[src/rtl/uart_rx.sv]
// uart_rx: receiver for 8-bit odd-parity UART frames
// (1 start bit, 8 data bits LSB-first, 1 odd-parity bit, 1 stop bit).
//
// Ports:
//   clk         system clock, rising edge
//   rst         asynchronous active-high reset
//   rx_in       serial line, asynchronous to clk, idles high
//   dout        last received byte (held until the next data_strobe)
//   data_strobe one-cycle pulse; dout and rx_error valid in that cycle
//   rx_error    last frame had a parity or stop-bit error
//   busy        a frame is being received
module uart_rx #(
  parameter int CLK_FREQUENCY = 100_000_000,
  parameter int BAUD_RATE     = 19_200
) (
  input  logic       clk,
  input  logic       rst,
  input  logic       rx_in,
  output logic [7:0] dout,
  output logic       data_strobe,
  output logic       rx_error,
  output logic       busy
);

  localparam int BAUD_CLOCKS = CLK_FREQUENCY / BAUD_RATE;
  localparam int HALF_BAUD   = BAUD_CLOCKS / 2;
  localparam int CW          = (BAUD_CLOCKS > 2) ? $clog2(BAUD_CLOCKS) : 1;
  localparam logic [CW-1:0] BAUD_LAST = CW'(BAUD_CLOCKS - 1);
  localparam logic [CW-1:0] HALF_LAST = CW'(HALF_BAUD - 1);

  typedef enum logic [2:0] {IDLE, START, DATA, PARITY, STOP} state_t;

  state_t        state, state_nxt;
  logic          rx_s1, rx_s2, rx_prev;
  logic [CW-1:0] baud_cnt;
  logic [2:0]    bit_cnt;
  logic [7:0]    shreg;
  logic          par_bit;

  logic baud_clr, bit_clr, bit_inc, shift_en, par_en, done;
  logic fall, baud_end, half_end;

  // Two-flop synchronizer plus one history flop for edge detection.
  // Resetting all three to 0 means a line already low at reset release
  // never looks like a falling edge; it must go high and then low first.
  always_ff @(posedge clk or posedge rst) begin
    if (rst) begin
      rx_s1   <= 1'b0;
      rx_s2   <= 1'b0;
      rx_prev <= 1'b0;
    end else begin
      rx_s1   <= rx_in;
      rx_s2   <= rx_s1;
      rx_prev <= rx_s2;
    end
  end

  assign fall     = rx_prev & ~rx_s2;
  assign baud_end = (baud_cnt == BAUD_LAST);
  assign half_end = (baud_cnt == HALF_LAST);
  assign busy     = (state != IDLE);

  always_ff @(posedge clk or posedge rst) begin
    if (rst) state <= IDLE;
    else     state <= state_nxt;
  end

  // START waits half a bit to land on the start bit's mid-point; every
  // later state waits a full bit, so each sample stays mid-bit. Leaving
  // STOP at mid-stop gives half a bit of slack for back-to-back frames.
  always_comb begin
    state_nxt = state;
    baud_clr  = 1'b0;
    bit_clr   = 1'b0;
    bit_inc   = 1'b0;
    shift_en  = 1'b0;
    par_en    = 1'b0;
    done      = 1'b0;
    case (state)
      IDLE: begin
        if (fall) begin
          baud_clr  = 1'b1;
          state_nxt = START;
        end
      end
      START: begin
        if (half_end) begin
          baud_clr = 1'b1;
          if (!rx_s2) begin
            bit_clr   = 1'b1;
            state_nxt = DATA;
          end else begin
            // line back high at mid-start: glitch, drop it silently
            state_nxt = IDLE;
          end
        end
      end
      DATA: begin
        if (baud_end) begin
          shift_en = 1'b1;
          baud_clr = 1'b1;
          bit_inc  = 1'b1;
          if (bit_cnt == 3'd7) state_nxt = PARITY;
        end
      end
      PARITY: begin
        if (baud_end) begin
          par_en    = 1'b1;
          baud_clr  = 1'b1;
          state_nxt = STOP;
        end
      end
      STOP: begin
        if (baud_end) begin
          done      = 1'b1;
          baud_clr  = 1'b1;
          state_nxt = IDLE;
        end
      end
      default: state_nxt = IDLE;
    endcase
  end

  // Bit timer runs only while a frame is in progress.
  always_ff @(posedge clk or posedge rst) begin
    if (rst)                baud_cnt <= '0;
    else if (baud_clr)      baud_cnt <= '0;
    else if (state != IDLE) baud_cnt <= baud_cnt + CW'(1);
  end

  always_ff @(posedge clk or posedge rst) begin
    if (rst)          bit_cnt <= 3'd0;
    else if (bit_clr) bit_cnt <= 3'd0;
    else if (bit_inc) bit_cnt <= bit_cnt + 3'd1;
  end

  // LSB arrives first, so shifting right leaves bit 0 in shreg[0]
  // after the eighth sample.
  always_ff @(posedge clk or posedge rst) begin
    if (rst) begin
      shreg   <= 8'h00;
      par_bit <= 1'b0;
    end else begin
      if (shift_en) shreg   <= {rx_s2, shreg[7:1]};
      if (par_en)   par_bit <= rx_s2;
    end
  end

  // Outputs update only on a completed frame; false starts and resets
  // mid-frame leave no trace beyond the reset values themselves.
  always_ff @(posedge clk or posedge rst) begin
    if (rst) begin
      dout        <= 8'h00;
      data_strobe <= 1'b0;
      rx_error    <= 1'b0;
    end else begin
      data_strobe <= done;
      if (done) begin
        dout     <= shreg;
        // odd parity: data plus parity bit must XOR to 1; stop must be 1
        rx_error <= ~rx_s2 | ~(^{shreg, par_bit});
      end
    end
  end

endmodule

[config.mk]
export PLATFORM = sky130hd
export DESIGN_NAME = uart_rx
export DESIGN_NICKNAME = d
export VERILOG_FILES = /design/src/rtl/uart_rx.sv
export SDC_FILE = /design/constraint.sdc
export NUM_CORES = 1
export LEC_CHECK = 0
export CORE_AREA = 2 2 66 68
export DETAILED_ROUTE_END_ITERATION = 7
export DIE_AREA = 0 0 68 70
export PLACE_DENSITY = 0.82
export SKIP_LAST_GASP = 1
export SLEW_MARGIN = 0
export SYNTH_ARGS = -nofsm -noshare
export SYNTH_HDL_FRONTEND = slang
export SYNTH_SLANG_ARGS = --single-unit
[constraint.sdc]
create_clock -name clk -period 1.71 [get_ports clk]
set_input_delay 0.342 -clock clk [delete_from_list [all_inputs] [get_ports clk]]
set_output_delay 0.342 -clock clk [all_outputs]
set_load 0.03 [all_outputs]
==> results.json <==
{
  "dp_slack_ns": -0.06940,
  "synth_warnings": 0,
  "max_freq_mhz": 582.5,
  "dp_hpwl_mm": 2.761,
  "synth_top_area_cell": "dfrtp_1",
  "vias_per_cell": 5.267,
  "worstRegToRegCells": 5,
  "holdCritStartpoint": "rx_s1",
  "worstHoldPathCells": 0,
  "critPathKind": "register to register",
  "grt_pass1_wl_mm": 6.844,
  "io_pins": 14,
  "finalInstanceArea_mm2": 0.002554,
  "post-synth-top-count-cell": "dfrtp_1",
  "grt_antenna_before_repair": 0,
  "finalCritPeriodShare_pct": 100.4,
  "core_area_mm2": 0.004144,
  "wirelength_mm": 4.016,
  "p_total_uw": 2260,
  "violations": "setup timing",
  "min_period_ns": 1.717,
  "die_w_um": 68,
  "synthFlopType": "dfrtp_1",
  "globalRouteOverflowTotal": 0,
  "post-route-drc-count": 0,
  "hold_path_end": "rx_s2",
  "grt_util_all_layers_pct": 19.22,
  "ys_top_cells_by_count": "dfrtp_1, mux2_2, nor2_1",
  "synth_top_area_share_pct": 51.90,
  "dieArea_mm2": 0.004760,
  "ys_seq_area_share_pct": 51.90,
  "start_util_pct": 47.71,
  "port_buffers": 13,
  "crit_arrival_ns": 1.90,
  "vias": 1359,
  "required_ns": 1.89,
  "postRouteAntennaNets": 0,
  "rows": 24,
  "clock_sinks": 41,
  "p_per_area_mw_per_mm2": 885.2,
  "drive_gt1_share_pct": 33.98,
  "critPathMaxFanout": 11,
  "insertion_delay_ns": 0.30,
  "syn_nets": 169,
  "clockBufferDepth": 2,
  "synth_area_leaders": "dfrtp_1, mux2_2, xnor2_1",
  "area_growth_pct": 29.18,
  "fin_nets": 211,
  "n_fill_cell": 343,
  "r2r-start": "baud_cnt[8]",
  "endpoint_kind": "register",
  "finalHoldViolations": 0,
  "worstMarginPinSlew_ns": 0.3965,
  "grt_setup_unrepaired": "yes",
  "slew_headroom_pct": 73.34,
  "r2r_setup_slack_ns": -0.007,
  "start_kind": "register",
  "htree_num_levels": 2,
  "num_antenna_cells": 0,
  "syn_inst": 163,
  "die_y_um": 70,
  "slew_violations": 0,
  "async_reset_ff_share_pct": 100.0,
  "syn_area_mm2": 0.001977,
  "wl_per_cell_um": 15.57,
  "grt_pass1_vias": 1449,
  "grt_max_degree": 42,
  "dpl-instance-area_mm2": 0.002382,
  "cts_root_buffer": "clkbuf_8",
  "numCtsBuffers": 5,
  "setup_violations": 2,
  "clk_pin_slew_worst_paths_ns": 0.09,
  "avgSynthCellArea_um2": 12.13,
  "ys_ff_latch": 41,
  "hold_class": "register to register",
  "r2r-end": "shreg[0]",
  "dr.pass1.iters": 4,
  "drt_iter0_markers": 96,
  "status": "complete, but fails checks",
  "synth.distinct_cells": 43,
  "skew_ns": 0.008237,
  "globalplace.congestion": 0.8512,
  "cap_violations": 0,
  "ir_drop_uv": 502.8,
  "synth_edf_count": 0,
  "cts_tree": "done",
  "p_leak_uw": 0.001344,
  "worst_slack_ns": -0.006725
}
metal layers:
metal / vias up / wire length [µm] / global-route usage [%]
met1: 667 / 1777 / 25.45
met3: 6 / 102 / 5.314
li1: 672 / - / -
met5: - / 0 / 0
met4: 0 / 58 / 6.000
met2: 14 / 2078 / 30.31
area by class of cell:
class	count	area, µm²	area share (%)
well taps	52	65.06	2.548
repair buffers	40	385.4	15.09
multi-input cells	114	967.2	37.87
flip-flops and latches	41	1027	40.23
clock inverters	3	28.78	1.127
clock buffers	5	68.82	2.695
inverters	3	11.26	0.4410
report_power, final:
group	internal, µW	switching [µW]
Clock	308	378
Combinational	233	233
Sequential	1040	70.7
Total	1580	683
worst max path at each step:
stage	start	endpoint	slack, ns	cells past startpoint
6_report	baud_cnt[8]	shreg[0]	-0.007	5
5_1_grt	baud_cnt[0]	par_bit	-0.07	5
4_1_cts	baud_cnt[0]	par_bit	-0.04	5
3_5_place_dp	baud_cnt[0]	bit_cnt[0]	-0.07	6
3_3_place_gp	baud_cnt[0]	par_bit	-0.006	5
2_1_floorplan	baud_cnt[9]	par_bit	-0.04	4
worst max-delay path, cell delays in order (launching register included):
cell	delay, ns
dfrtp_2	0.45
nor4b_4	0.34
buf_4	0.18
nand4_1	0.17
buf_12	0.20
mux2_2	0.27
state kept, by name, indices dropped and copies added (netlist names):
signal       cells
bit_cnt          3
rx_error         1
data_strobe      1
rx_s2            1
rx_prev          1
baud_cnt        13
dout             8
rx_s1            1
state            3
shreg            8
par_bit          1
timing repair:
item | CTS | global route
gates resized for setup | 10 | 14
setup buffers | 1 | 0
endpoints found under the hold margin | 0 | 0
hold buffers | 0 | 0
endpoints found under the setup margin | 15 | 33
pin swaps | 3 | 1
cell usage in the layout (no fill, tap or decap), drive strengths merged, types with 2 or more instances in the layout:
cell type / Yosys / final
dlymetal6s2s: 0 / 7
clkdlybuf4s50: 0 / 4
nor2b: 2 / 2
nor4b: 2 / 2
or3: 4 / 4
ha: 3 / 3
nor4: 3 / 3
mux2: 17 / 17
clkbuf: 1 / 5
nor4bb: 3 / 3
nand3: 5 / 5
xnor2: 10 / 10
xor2: 7 / 7
o21ai: 3 / 3
dfrtp: 41 / 41
nor2: 16 / 16
nand4: 5 / 5
inv: 3 / 6
buf: 4 / 28
nand2: 8 / 8
nor3b: 3 / 3
mux2i: 3 / 3
a21oi: 3 / 3
logic make-up after synthesis:
logic type / count (synthesis) / synth area share (%)
buffers and inverters: 8 / 1.772
flip-flops: 41 / 51.90
AND/OR/NAND/NOR: 61 / 20.06
multiplexers: 20 / 11.39
adder cells (fa/ha/maj): 3 / 1.899
AO/OA/AOI/OAI: 12 / 4.304
XOR/XNOR: 18 / 8.671
through the flow:
step | instances | util (%) | setup TNS (ns) | hold slack [ns]
floorplan | 163 | - | -0.03501 | 0.3312
global placement | 249 | 57.49 | -0.006365 | 0.3333
global route | 258 | 61.62 | -0.7734 | 0.3616
CTS | 258 | 60.72 | -0.1320 | 0.3613
finish | 258 | 61.62 | -0.009486 | 0.3613
detailed placement | 249 | 57.49 | -0.5950 | 0.3419
Power figures use the tool's default switching activity.
